### src/rtl/multicycle_controller_if.sv
// Memory port handshake between the multi-cycle control FSM and the shared
// instruction/data memory. master = controller, slave = memory.
interface multicycle_controller_if;
  logic mem_req;
  logic mem_write;
  logic iord;
  logic mem_ready;

  modport master (
    output mem_req,
    output mem_write,
    output iord,
    input  mem_ready
  );

  modport slave (
    input  mem_req,
    input  mem_write,
    input  iord,
    output mem_ready
  );
endinterface

### src/rtl/multicycle_controller.sv
// Control FSM for the multi-cycle MIPS core: one state per cycle, drives all
// datapath selects/enables, memory handshake via mem (master), counts retires.
module multicycle_controller (
  input  logic                       clk,
  input  logic                       rst,
  input  logic [5:0]                 opcode,
  input  logic [5:0]                 funct,
  input  logic                       zero,
  multicycle_controller_if.master    mem,
  output logic                       ir_write,
  output logic                       pc_write,
  output logic [1:0]                 pc_src,
  output logic                       alu_src_a,
  output logic [1:0]                 alu_src_b,
  output logic [2:0]                 alu_controller,
  output logic                       reg_we,
  output logic                       reg_write_addr,
  output logic                       reg_write_data,
  output logic                       retire,
  output logic                       illegal,
  output logic [31:0]                instret
);

  typedef enum logic [3:0] {
    S_FETCH,
    S_DECODE,
    S_MEM_ADDR,
    S_MEM_READ,
    S_MEM_WB,
    S_MEM_WRITE,
    S_EXECUTE,
    S_ALU_WB,
    S_BRANCH,
    S_ADDI_EXEC,
    S_ADDI_WB,
    S_JUMP,
    S_JR
  } state_t;

  localparam logic [2:0] ALU_ADD = 3'b010;
  localparam logic [2:0] ALU_SUB = 3'b110;
  localparam logic [2:0] ALU_AND = 3'b000;
  localparam logic [2:0] ALU_OR  = 3'b001;
  localparam logic [2:0] ALU_SLT = 3'b111;

  state_t state;
  state_t state_n;

  // lw/sw and beq/bne flavour captured in DECODE so later
  // states do not depend on the opcode bus.
  logic is_sw_q;
  logic is_bne_q;

  logic op_rtype;
  logic op_mem;
  logic op_br;
  logic op_addi;
  logic op_j;
  logic fn_jr;
  logic fn_alu;
  logic [2:0] alu_fn;

  logic req;
  logic wr;
  logic adr;
  logic irw;
  logic pcw;
  logic we;
  logic ret;
  logic ill;

  assign op_rtype = (opcode == 6'b000000);
  assign op_mem   = (opcode == 6'b100011) ||
                    (opcode == 6'b101011);
  assign op_br    = (opcode == 6'b000100) ||
                    (opcode == 6'b000101);
  assign op_addi  = (opcode == 6'b001000);
  assign op_j     = (opcode == 6'b000010);
  assign fn_jr    = (funct == 6'b001000);
  assign fn_alu   = (funct == 6'b100000) ||
                    (funct == 6'b100010) ||
                    (funct == 6'b100100) ||
                    (funct == 6'b100101) ||
                    (funct == 6'b101010);

  always_comb begin
    unique case (funct)
      6'b100010: alu_fn = ALU_SUB;
      6'b100100: alu_fn = ALU_AND;
      6'b100101: alu_fn = ALU_OR;
      6'b101010: alu_fn = ALU_SLT;
      default:   alu_fn = ALU_ADD;
    endcase
  end

  always_ff @(posedge clk) begin
    if (rst) begin
      state    <= S_FETCH;
      is_sw_q  <= 1'b0;
      is_bne_q <= 1'b0;
      instret  <= '0;
    end else begin
      state <= state_n;
      if (state == S_DECODE) begin
        is_sw_q  <= opcode[3];
        is_bne_q <= opcode[0];
      end
      if (retire)
        instret <= instret + 32'd1;
    end
  end

  always_comb begin
    state_n        = state;
    req            = 1'b0;
    wr             = 1'b0;
    adr            = 1'b0;
    irw            = 1'b0;
    pcw            = 1'b0;
    we             = 1'b0;
    ret            = 1'b0;
    ill            = 1'b0;
    pc_src         = 2'b00;
    alu_src_a      = 1'b0;
    alu_src_b      = 2'b00;
    alu_controller = 3'b000;
    reg_write_addr = 1'b0;
    reg_write_data = 1'b0;
    unique case (state)
      S_FETCH: begin
        req            = 1'b1;
        alu_src_b      = 2'b01;
        alu_controller = ALU_ADD;
        irw            = mem.mem_ready;
        pcw            = mem.mem_ready;
        if (mem.mem_ready)
          state_n = S_DECODE;
      end
      S_DECODE: begin
        alu_src_b      = 2'b11;
        alu_controller = ALU_ADD;
        unique case (1'b1)
          op_mem:            state_n = S_MEM_ADDR;
          op_rtype && fn_jr: state_n = S_JR;
          op_rtype && fn_alu: state_n = S_EXECUTE;
          op_br:             state_n = S_BRANCH;
          op_addi:           state_n = S_ADDI_EXEC;
          op_j:              state_n = S_JUMP;
          default: begin
            ill     = 1'b1;
            state_n = S_FETCH;
          end
        endcase
      end
      S_MEM_ADDR: begin
        alu_src_a      = 1'b1;
        alu_src_b      = 2'b10;
        alu_controller = ALU_ADD;
        state_n        = is_sw_q ? S_MEM_WRITE : S_MEM_READ;
      end
      S_MEM_READ: begin
        req = 1'b1;
        adr = 1'b1;
        if (mem.mem_ready)
          state_n = S_MEM_WB;
      end
      S_MEM_WB: begin
        we             = 1'b1;
        reg_write_data = 1'b1;
        ret            = 1'b1;
        state_n        = S_FETCH;
      end
      S_MEM_WRITE: begin
        req = 1'b1;
        wr  = 1'b1;
        adr = 1'b1;
        ret = mem.mem_ready;
        if (mem.mem_ready)
          state_n = S_FETCH;
      end
      S_EXECUTE: begin
        alu_src_a      = 1'b1;
        alu_controller = alu_fn;
        state_n        = S_ALU_WB;
      end
      S_ALU_WB: begin
        we             = 1'b1;
        reg_write_addr = 1'b1;
        ret            = 1'b1;
        state_n        = S_FETCH;
      end
      S_BRANCH: begin
        alu_src_a      = 1'b1;
        alu_controller = ALU_SUB;
        pc_src         = 2'b01;
        pcw            = is_bne_q ? ~zero : zero;
        ret            = 1'b1;
        state_n        = S_FETCH;
      end
      S_ADDI_EXEC: begin
        alu_src_a      = 1'b1;
        alu_src_b      = 2'b10;
        alu_controller = ALU_ADD;
        state_n        = S_ADDI_WB;
      end
      S_ADDI_WB: begin
        we      = 1'b1;
        ret     = 1'b1;
        state_n = S_FETCH;
      end
      S_JUMP: begin
        pc_src  = 2'b10;
        pcw     = 1'b1;
        ret     = 1'b1;
        state_n = S_FETCH;
      end
      S_JR: begin
        pc_src  = 2'b11;
        pcw     = 1'b1;
        ret     = 1'b1;
        state_n = S_FETCH;
      end
      default: state_n = S_FETCH;
    endcase
  end

  // Reset kills every enable and any in-flight request immediately.
  assign mem.mem_req   = req & ~rst;
  assign mem.mem_write = wr & ~rst;
  assign mem.iord      = adr;
  assign ir_write      = irw & ~rst;
  assign pc_write      = pcw & ~rst;
  assign reg_we        = we & ~rst;
  assign retire        = ret & ~rst;
  assign illegal       = ill & ~rst;

endmodule

### src/flat_wrapper.sv
// flat-port wrapper written by rule: the top's interface ports become plain ports
module multicycle_controller_flat 
  (clk, rst, opcode, funct, zero, ir_write, pc_write, pc_src, alu_src_a, alu_src_b, alu_controller, reg_we, reg_write_addr, reg_write_data, retire, illegal, instret, mem_mem_req, mem_mem_write, mem_iord, mem_mem_ready);
  multicycle_controller_if mem_i ();
  input  logic clk;
  input  logic rst;
  input  logic [5:0] opcode;
  input  logic [5:0] funct;
  input  logic zero;
  output logic ir_write;
  output logic pc_write;
  output logic [1:0] pc_src;
  output logic alu_src_a;
  output logic [1:0] alu_src_b;
  output logic [2:0] alu_controller;
  output logic reg_we;
  output logic reg_write_addr;
  output logic reg_write_data;
  output logic retire;
  output logic illegal;
  output logic [31:0] instret;
  output wire logic [$bits(mem_i.mem_req)-1:0] mem_mem_req;
  output wire logic [$bits(mem_i.mem_write)-1:0] mem_mem_write;
  output wire logic [$bits(mem_i.iord)-1:0] mem_iord;
  input wire logic [$bits(mem_i.mem_ready)-1:0] mem_mem_ready;
  assign mem_mem_req = mem_i.mem_req;
  assign mem_mem_write = mem_i.mem_write;
  assign mem_iord = mem_i.iord;
  assign mem_i.mem_ready = mem_mem_ready;
  multicycle_controller u_core (.clk(clk), .rst(rst), .opcode(opcode), .funct(funct), .zero(zero), .mem(mem_i), .ir_write(ir_write), .pc_write(pc_write), .pc_src(pc_src), .alu_src_a(alu_src_a), .alu_src_b(alu_src_b), .alu_controller(alu_controller), .reg_we(reg_we), .reg_write_addr(reg_write_addr), .reg_write_data(reg_write_data), .retire(retire), .illegal(illegal), .instret(instret));
endmodule
### config.mk
export PLATFORM = sky130hd
export DESIGN_NAME = multicycle_controller_flat
export DESIGN_NICKNAME = d
export VERILOG_FILES = /design/src/rtl/multicycle_controller_if.sv /design/src/rtl/multicycle_controller.sv /design/src/flat_wrapper.sv
export SDC_FILE = /design/constraint.sdc
export NUM_CORES = 1
export LEC_CHECK = 0
export ABC_AREA = 1
export BUFFER_PORTS_ARGS = -buffer_cell sky130_fd_sc_hd__buf_4
export CORE_UTILIZATION = 54
export DETAILED_ROUTE_END_ITERATION = 8
export HOLD_SLACK_MARGIN = 0.05
export PLACE_DENSITY = 0.84
export SYNTH_ARGS = -nofsm -noshare
export SYNTH_HDL_FRONTEND = slang
export SYNTH_SLANG_ARGS = --single-unit
### constraint.sdc
create_clock -name clk -period 2.1 [get_ports clk]
set_clock_uncertainty 0.15 [all_clocks]
set_input_delay 0.42 -clock clk [delete_from_list [all_inputs] [get_ports clk]]
set_output_delay 0.42 -clock clk [all_outputs]
set_load 0.01 [all_outputs]
==> reports/metrics.csv, run 1 <==
metric,value,unit
Core ar.,4690,sq um
routed wire length per instance,14.2,um
outcome,completed,
relative slew slack,0.750,
HP Start,opcode[3],
Net Switching,0.380,mW
Post-Synthesis Cells,459,
filler instances,421,
die area,5160,sq um
"Slew Viols, Final",0,
root buffer cell,clkbuf_8,
initial detailed-routing violation count,252,
Yosys reg bits,38,
Clock Pin Slew Worst Setup and Hold Paths,80,ps
post-route cell area,3380,sq um
worst-skew pair later-pin latency,290,ps
Synth Flop Type,dfxtp_1,
Area Overhead vs Synth,28.5,%
P_int,1.14,mW
Max Fclk,481,MHz
"antenna viol nets, final",0,
Detailed Place HPWL,6390,um
count of input and output buffers,65,
Worst Path Max Fanout,4,
Avg Inst Size Synth,5.74,sq um
top routing layer used,met4,
die width,71.8,um
grt total ovfl,0,
pwr/cell area,450,nW/um^2
Post-synth EDFFs,0,
Layout Nets,549,
Yosys cell types,32,
WS Path Type,reg2out,
worst path cell trace,inv_4 > nand2_4 > inv_4 > nand2_4 > nor2_2 > nor2_1 > nand3_2 > nand2_4 > inv_4 > buf_6,
Routed met2 length,3850,um
first-pass GRT wire length,13200,um
asr flop ratio synth,0,
clk buf depth,2,
max_cap viols,0,
H-tree depth,2,
Yosys top cell by area,dfxtp_1,
Yosys top cell area share,0.289,
Sum Neg Setup Slack,0,ps
Post-Route WL,8330,um
setup ws final,21.4,ps
PnR Total Power,1.52,mW
Num CTS Buffers,5,
Setup-failing EPs final,0,
Logic pwr share,0.103,
worst slack at placement,58.5,ps
crit path from,u_core.state[3],
global-route usage over all layers,0.327,
CP startpoint kind,flop,
switching part of the total power,0.250,
Max IR drop VDD,0.258,mV
final hold vios,0,
"Slowest-stage cell, CP",dfxtp_2,
leakage power total,1.48,nW
Worst Tran Pin Value,372,ps
CTS tree,done,
DRC,0,
Synth Cell Area,2630,sq um
vias in the first global route,2845,
M1 WL,3610,um
period utilization,0.990,
Hold Path Class,in2reg,
n_diodes,0,
largest net degree at the start of global routing,32,
Syn Nets,476,
synth warn,0,
Placement Cell Area,3190,sq um
initial antenna violation count,0,
unrepaired setup endpoints after global routing,true,
Reg power frac,0.481,
Via-to-Cell Ratio,5.50,
clock sinks,38,
clock share of power,0.416,
Ports,66,
minimum hold slack,268,ps
share of the yosys chip area belonging to registers,0.289,
Tmin final,2080,ps
Area contributors post-synth,"dfxtp_1 (29%), nand2_1 (24%), nor2_1 (9.4%)",
Initial Utilization,0.561,
critical path required time,1530,ps
worst reg2reg startpoint,u_core.instret[5],
DR WL met3,531,um
std cell rows,25,
Final GP Congestion,0.933,
"slowest stage delay, CP",370,ps
Vias,3231,
die height,71.8,um
CP arrival,1510,ps
Crit. End Element,output pin,
share of cells above drive strength 1,0.208,
drt pass-1 iters,5,
-- layout by cell type (no fill, tap or decap), types with 2 or more instances in the layout --
cell type,count
nor3_1,20
nand2_4,3
a21oi_1,31
and2_1,2
xnor2_1,2
nor2_4,2
a31oi_1,4
inv_4,3
o21ai_1,3
nand3b_1,3
o21ai_0,6
nand2_1,166
nor2_1,57
clkbuf_8,5
nand2_2,3
xor2_1,12
buf_4,74
o22ai_1,2
nand3_1,29
inv_1,43
dfxtp_1,34
nor2_2,10
inv_2,3
dfxtp_2,3
-- cell usage after synthesis, drive strengths merged, types with 2 or more instances --
cell and instances:
inv 49, nand3b 3, nand2 172, clkbuf 2, nor2 69, nand3 30
and2 2, a21oi 31, o21ai 9, dfxtp 38, xnor2 2, nor3 20
xor2 12, buf 7, a31oi 4, o22ai 2
-- path summary, 6_finish.rpt --
| path | end | slack (ps) | cells after the start |
|---|---|---|---|
| worst max-delay path | retire | 20 | 10 |
| worst min-delay path | u_core.is_sw_q | 270 | 3 |
| worst max register to register | u_core.instret[28] | 200 | 8 |
| worst min register to register | u_core.instret[31] | 350 | 2 |
-- cell families (layout without fill, tap and decap cells) --
group	after synthesis	in the layout	share of synthesized area
AOI/OAI and AO/OA	49	49	0.0998
and+or+nand+nor	298	298	0.466
xor gates and xnor gates	14	14	0.0466
DFF	38	38	0.289
buffers and inverters	59	133	0.0936
adders and majority gates	1	1	0.00475
-- through the flow --
stage,utilization,instances
2_1_floorplan,-,459
3_3_place_gp,0.680,577
3_5_place_dp,0.680,577
4_1_cts,0.707,585
5_1_grt,0.721,587
6_report,0.721,587
-- flip-flops by register name, summed over array words and instances (netlist names) --
register	count
u_core.is_bne_q	1
u_core.instret	32
u_core.state	4
u_core.is_sw_q	1
-- critical path, delay by kind of cell, from the launching register on --
kind                   cells  cell delay, ps
buffers and inverters      4             260
flip-flops                 1             370
AND/OR/NAND/NOR            6             590
-- power groups by stage --
stage	clock network, mW	logic, mW	registers, mW
2_1_floorplan	0	0.0805	0.749
3_3_place_gp	0	0.143	0.749
3_5_place_dp	0	0.146	0.749
4_1_cts	0.635	0.149	0.733
5_1_grt	0.666	0.171	0.734
6_report	0.634	0.157	0.733
-- area by class of cell --
| class | instances | area (sq um) | area share |
|---|---|---|---|
| clock inverter | 2 | 37.5 | 0.0111 |
| inverter | 50 | 195 | 0.0577 |
| tap | 54 | 67.6 | 0.0200 |
| multi-input combinational | 362 | 1680 | 0.495 |
| clock buffer | 6 | 72.6 | 0.0214 |
| sequential | 38 | 768 | 0.227 |
| timing repair buffer | 75 | 567 | 0.168 |
-- timing repair --
item,CTS,global route
gates resized for setup,7,18
setup buffers,0,2
endpoints found under the setup margin,4,5
pin swaps,0,4
hold buffers,0,0
-- routing by layer --
metal / global-route usage / vias up
met2: 0.539 / 159
met4: 0.148 / 0
met1: 0.419 / 1447
li1: - / 1592
met5: 0 / -
met3: 0.0549 / 33
No activity file was read; power rests on OpenSTA's default activity.
==> run 2: changes to the inputs <==
--- a/config.mk
+++ b/config.mk
@@ -7,6 +7,7 @@
 export LEC_CHECK = 0
 export ABC_AREA = 1
 export BUFFER_PORTS_ARGS = -buffer_cell sky130_fd_sc_hd__buf_4
+export CORE_ASPECT_RATIO = 1.25
 export CORE_UTILIZATION = 54
 export DETAILED_ROUTE_END_ITERATION = 8
 export HOLD_SLACK_MARGIN = 0.05
==> run 2 against run 1 <==
The run now ends with setup timing left; cell area down 1.2%; register-to-register slack gained 50 ps; sequential power barely moved; die area about the same; utilization is 0.89 points lower; clock power decreased by 19%; flip-flop and latch count is the same; sequential share of layout area is 0.16 points higher; critical path type unchanged; critical endpoint unchanged.
==> reports/metrics.csv, run 2 (same netlist as run 1, synthesis figures left out) <==
metric,value,unit
critical path required time,1530,ps
Max Fclk,476,MHz
Max IR drop VDD,0.286,mV
CP startpoint kind,flop,
die height,80.1,um
Initial Utilization,0.561,
largest net degree at the start of global routing,32,
initial detailed-routing violation count,194,
CP top delay family,simple AND/OR/NAND/NOR gates,
crit path from,u_core.state[0],
unrepaired setup endpoints after global routing,true,
"most common cell after layout, fill and taps aside",nand2_1,
std cell rows,28,
period utilization,1.00,
root buffer cell,clkbuf_8,
max_cap viols,0,
CTS tree,done,
Area Overhead vs Synth,27.0,%
Worst Path Max Fanout,5,
WS Path Type,reg2out,
Crit. End Element,output pin,
filler instances,446,
max reg flops,32,
die area,5160,sq um
worst path cell trace,inv_1 > nor2_4 > nand2_2 > nor2_1 > nor2_1 > nand3_2 > nand2_4 > inv_2 > buf_4,
Clock Pin Slew Worst Setup and Hold Paths,70,ps
die width,64.5,um
DP Cell Count,588,
"Slew Viols, Final",0,
"Most flops, register",u_core.instret,
Layout Cells excl Fill,594,
R2R Setup Slk,250,ps
Post-Route WL,8010,um
most frequent cells in the layout,"nand2_1 (168), buf_4 (78), nor2_1 (62)",
"slowest stage delay, CP",330,ps
count of input and output buffers,65,
global-route usage over all layers,0.323,
H-tree depth,2,
"Top cell by count, worst path",nor2_1,
Num CTS Buffers,5,
drt pass-1 iters,6,
Via-to-Cell Ratio,5.34,
vias in the first global route,2866,
r2r worst-path depth,9,
Layout Nets,552,
failing checks,setup timing,
"antenna viol nets, final",0,
Hold Crit Depth,3,
worst-skew pair later-pin latency,290,ps
pwr/cell area,418,nW/um^2
Min-Delay Endpoint,u_core.is_bne_q,
Vias,3172,
PnR Total Power,1.40,mW
Hold Path Class,in2reg,
"Slowest-stage cell, CP",dfxtp_1,
Largest regs,"u_core.instret x32, u_core.state x4",
leakage power total,1.47,nW
n_diodes,0,
capturing point of the worst reg2reg path,u_core.instret[30],
Detailed Place HPWL,6270,um
Tmin final,2100,ps
Final GP Congestion,0.956,
initial antenna violation count,0,
share of cells above drive strength 1,0.197,
setup ws final,-1.13,ps
DRC,0,
worst path bufs/invs,3,
outcome,"finished, violations left",
Sum Neg Setup Slack,-1.13,ps
clock sinks,38,
CP arrival,1530,ps
clk buf depth,2,
routed wire length per instance,13.5,um
relative slew slack,0.703,
worst reg2reg startpoint,u_core.instret[1],
Core ar.,4690,sq um
final hold vios,0,
HP Start,opcode[0],
Setup-failing EPs final,1,
Ports,66,
Worst Tran Pin Value,442,ps
grt total ovfl,0,
first-pass GRT wire length,12900,um
## run 2: per-stage QoR
stage / hold WS (ps) / area [sq um] / setup WS (ps) / util
after detailed placement: 337 / 3230 / 67.6 / 0.689
after CTS: 272 / 3320 / 21.0 / 0.707
after global routing: 293 / 3340 / -63.9 / 0.712
final: 271 / 3340 / -1.13 / 0.712
after floorplan: 327 / 2630 / 334 / -
after global placement: 326 / 3230 / 111 / 0.689
## run 2: final cells by class
class	instances	area (sq um)	area share
tap	60	75.1	0.0225
multi-input combinational	362	1650	0.493
timing repair buffer	78	586	0.175
sequential	38	764	0.229
inverter	50	188	0.0561
clock buffer	6	82.6	0.0247
## run 2: worst max-delay path by stage
stage	end	slack, ps	cells past startpoint
5_1_grt	retire	-60	10
3_3_place_gp	illegal	110	10
3_5_place_dp	illegal	70	10
4_1_cts	pc_write	20	6
2_1_floorplan	retire	330	8
6_report	retire	-1	9
## run 2: where the power goes
group          internal [mW]  switching, mW
sequential             0.727        0.00625
combinational         0.0614         0.0892
clock                  0.254          0.258
total                   1.04          0.354
## run 2: what timing repair did
item | 4_1_cts | 5_1_grt
setup buffers | 0 | 0
resized for setup | 1 | 9
cloned | 0 | 0
hold buffers | 0 | 0
setup endpoints to repair | 1 | 5
pin swaps | 0 | 2
## run 2: per-layer routing
layer | global-route usage | wire [um]
met1 | 0.375 | 3330
met4 | 0.138 | 252
met2 | 0.585 | 3970
met3 | 0.0440 | 460
met5 | 0 | 0
## run 2: worst register-to-register path: stages (launching register included)
cell     delay (ps)
dfxtp_1         390
ha_1            210
nand3_1         150
nor2_2          220
inv_1            60
nor2_1          240
nand3_1         120
nand2_1          80
nand2_1          50
a21oi_1         120
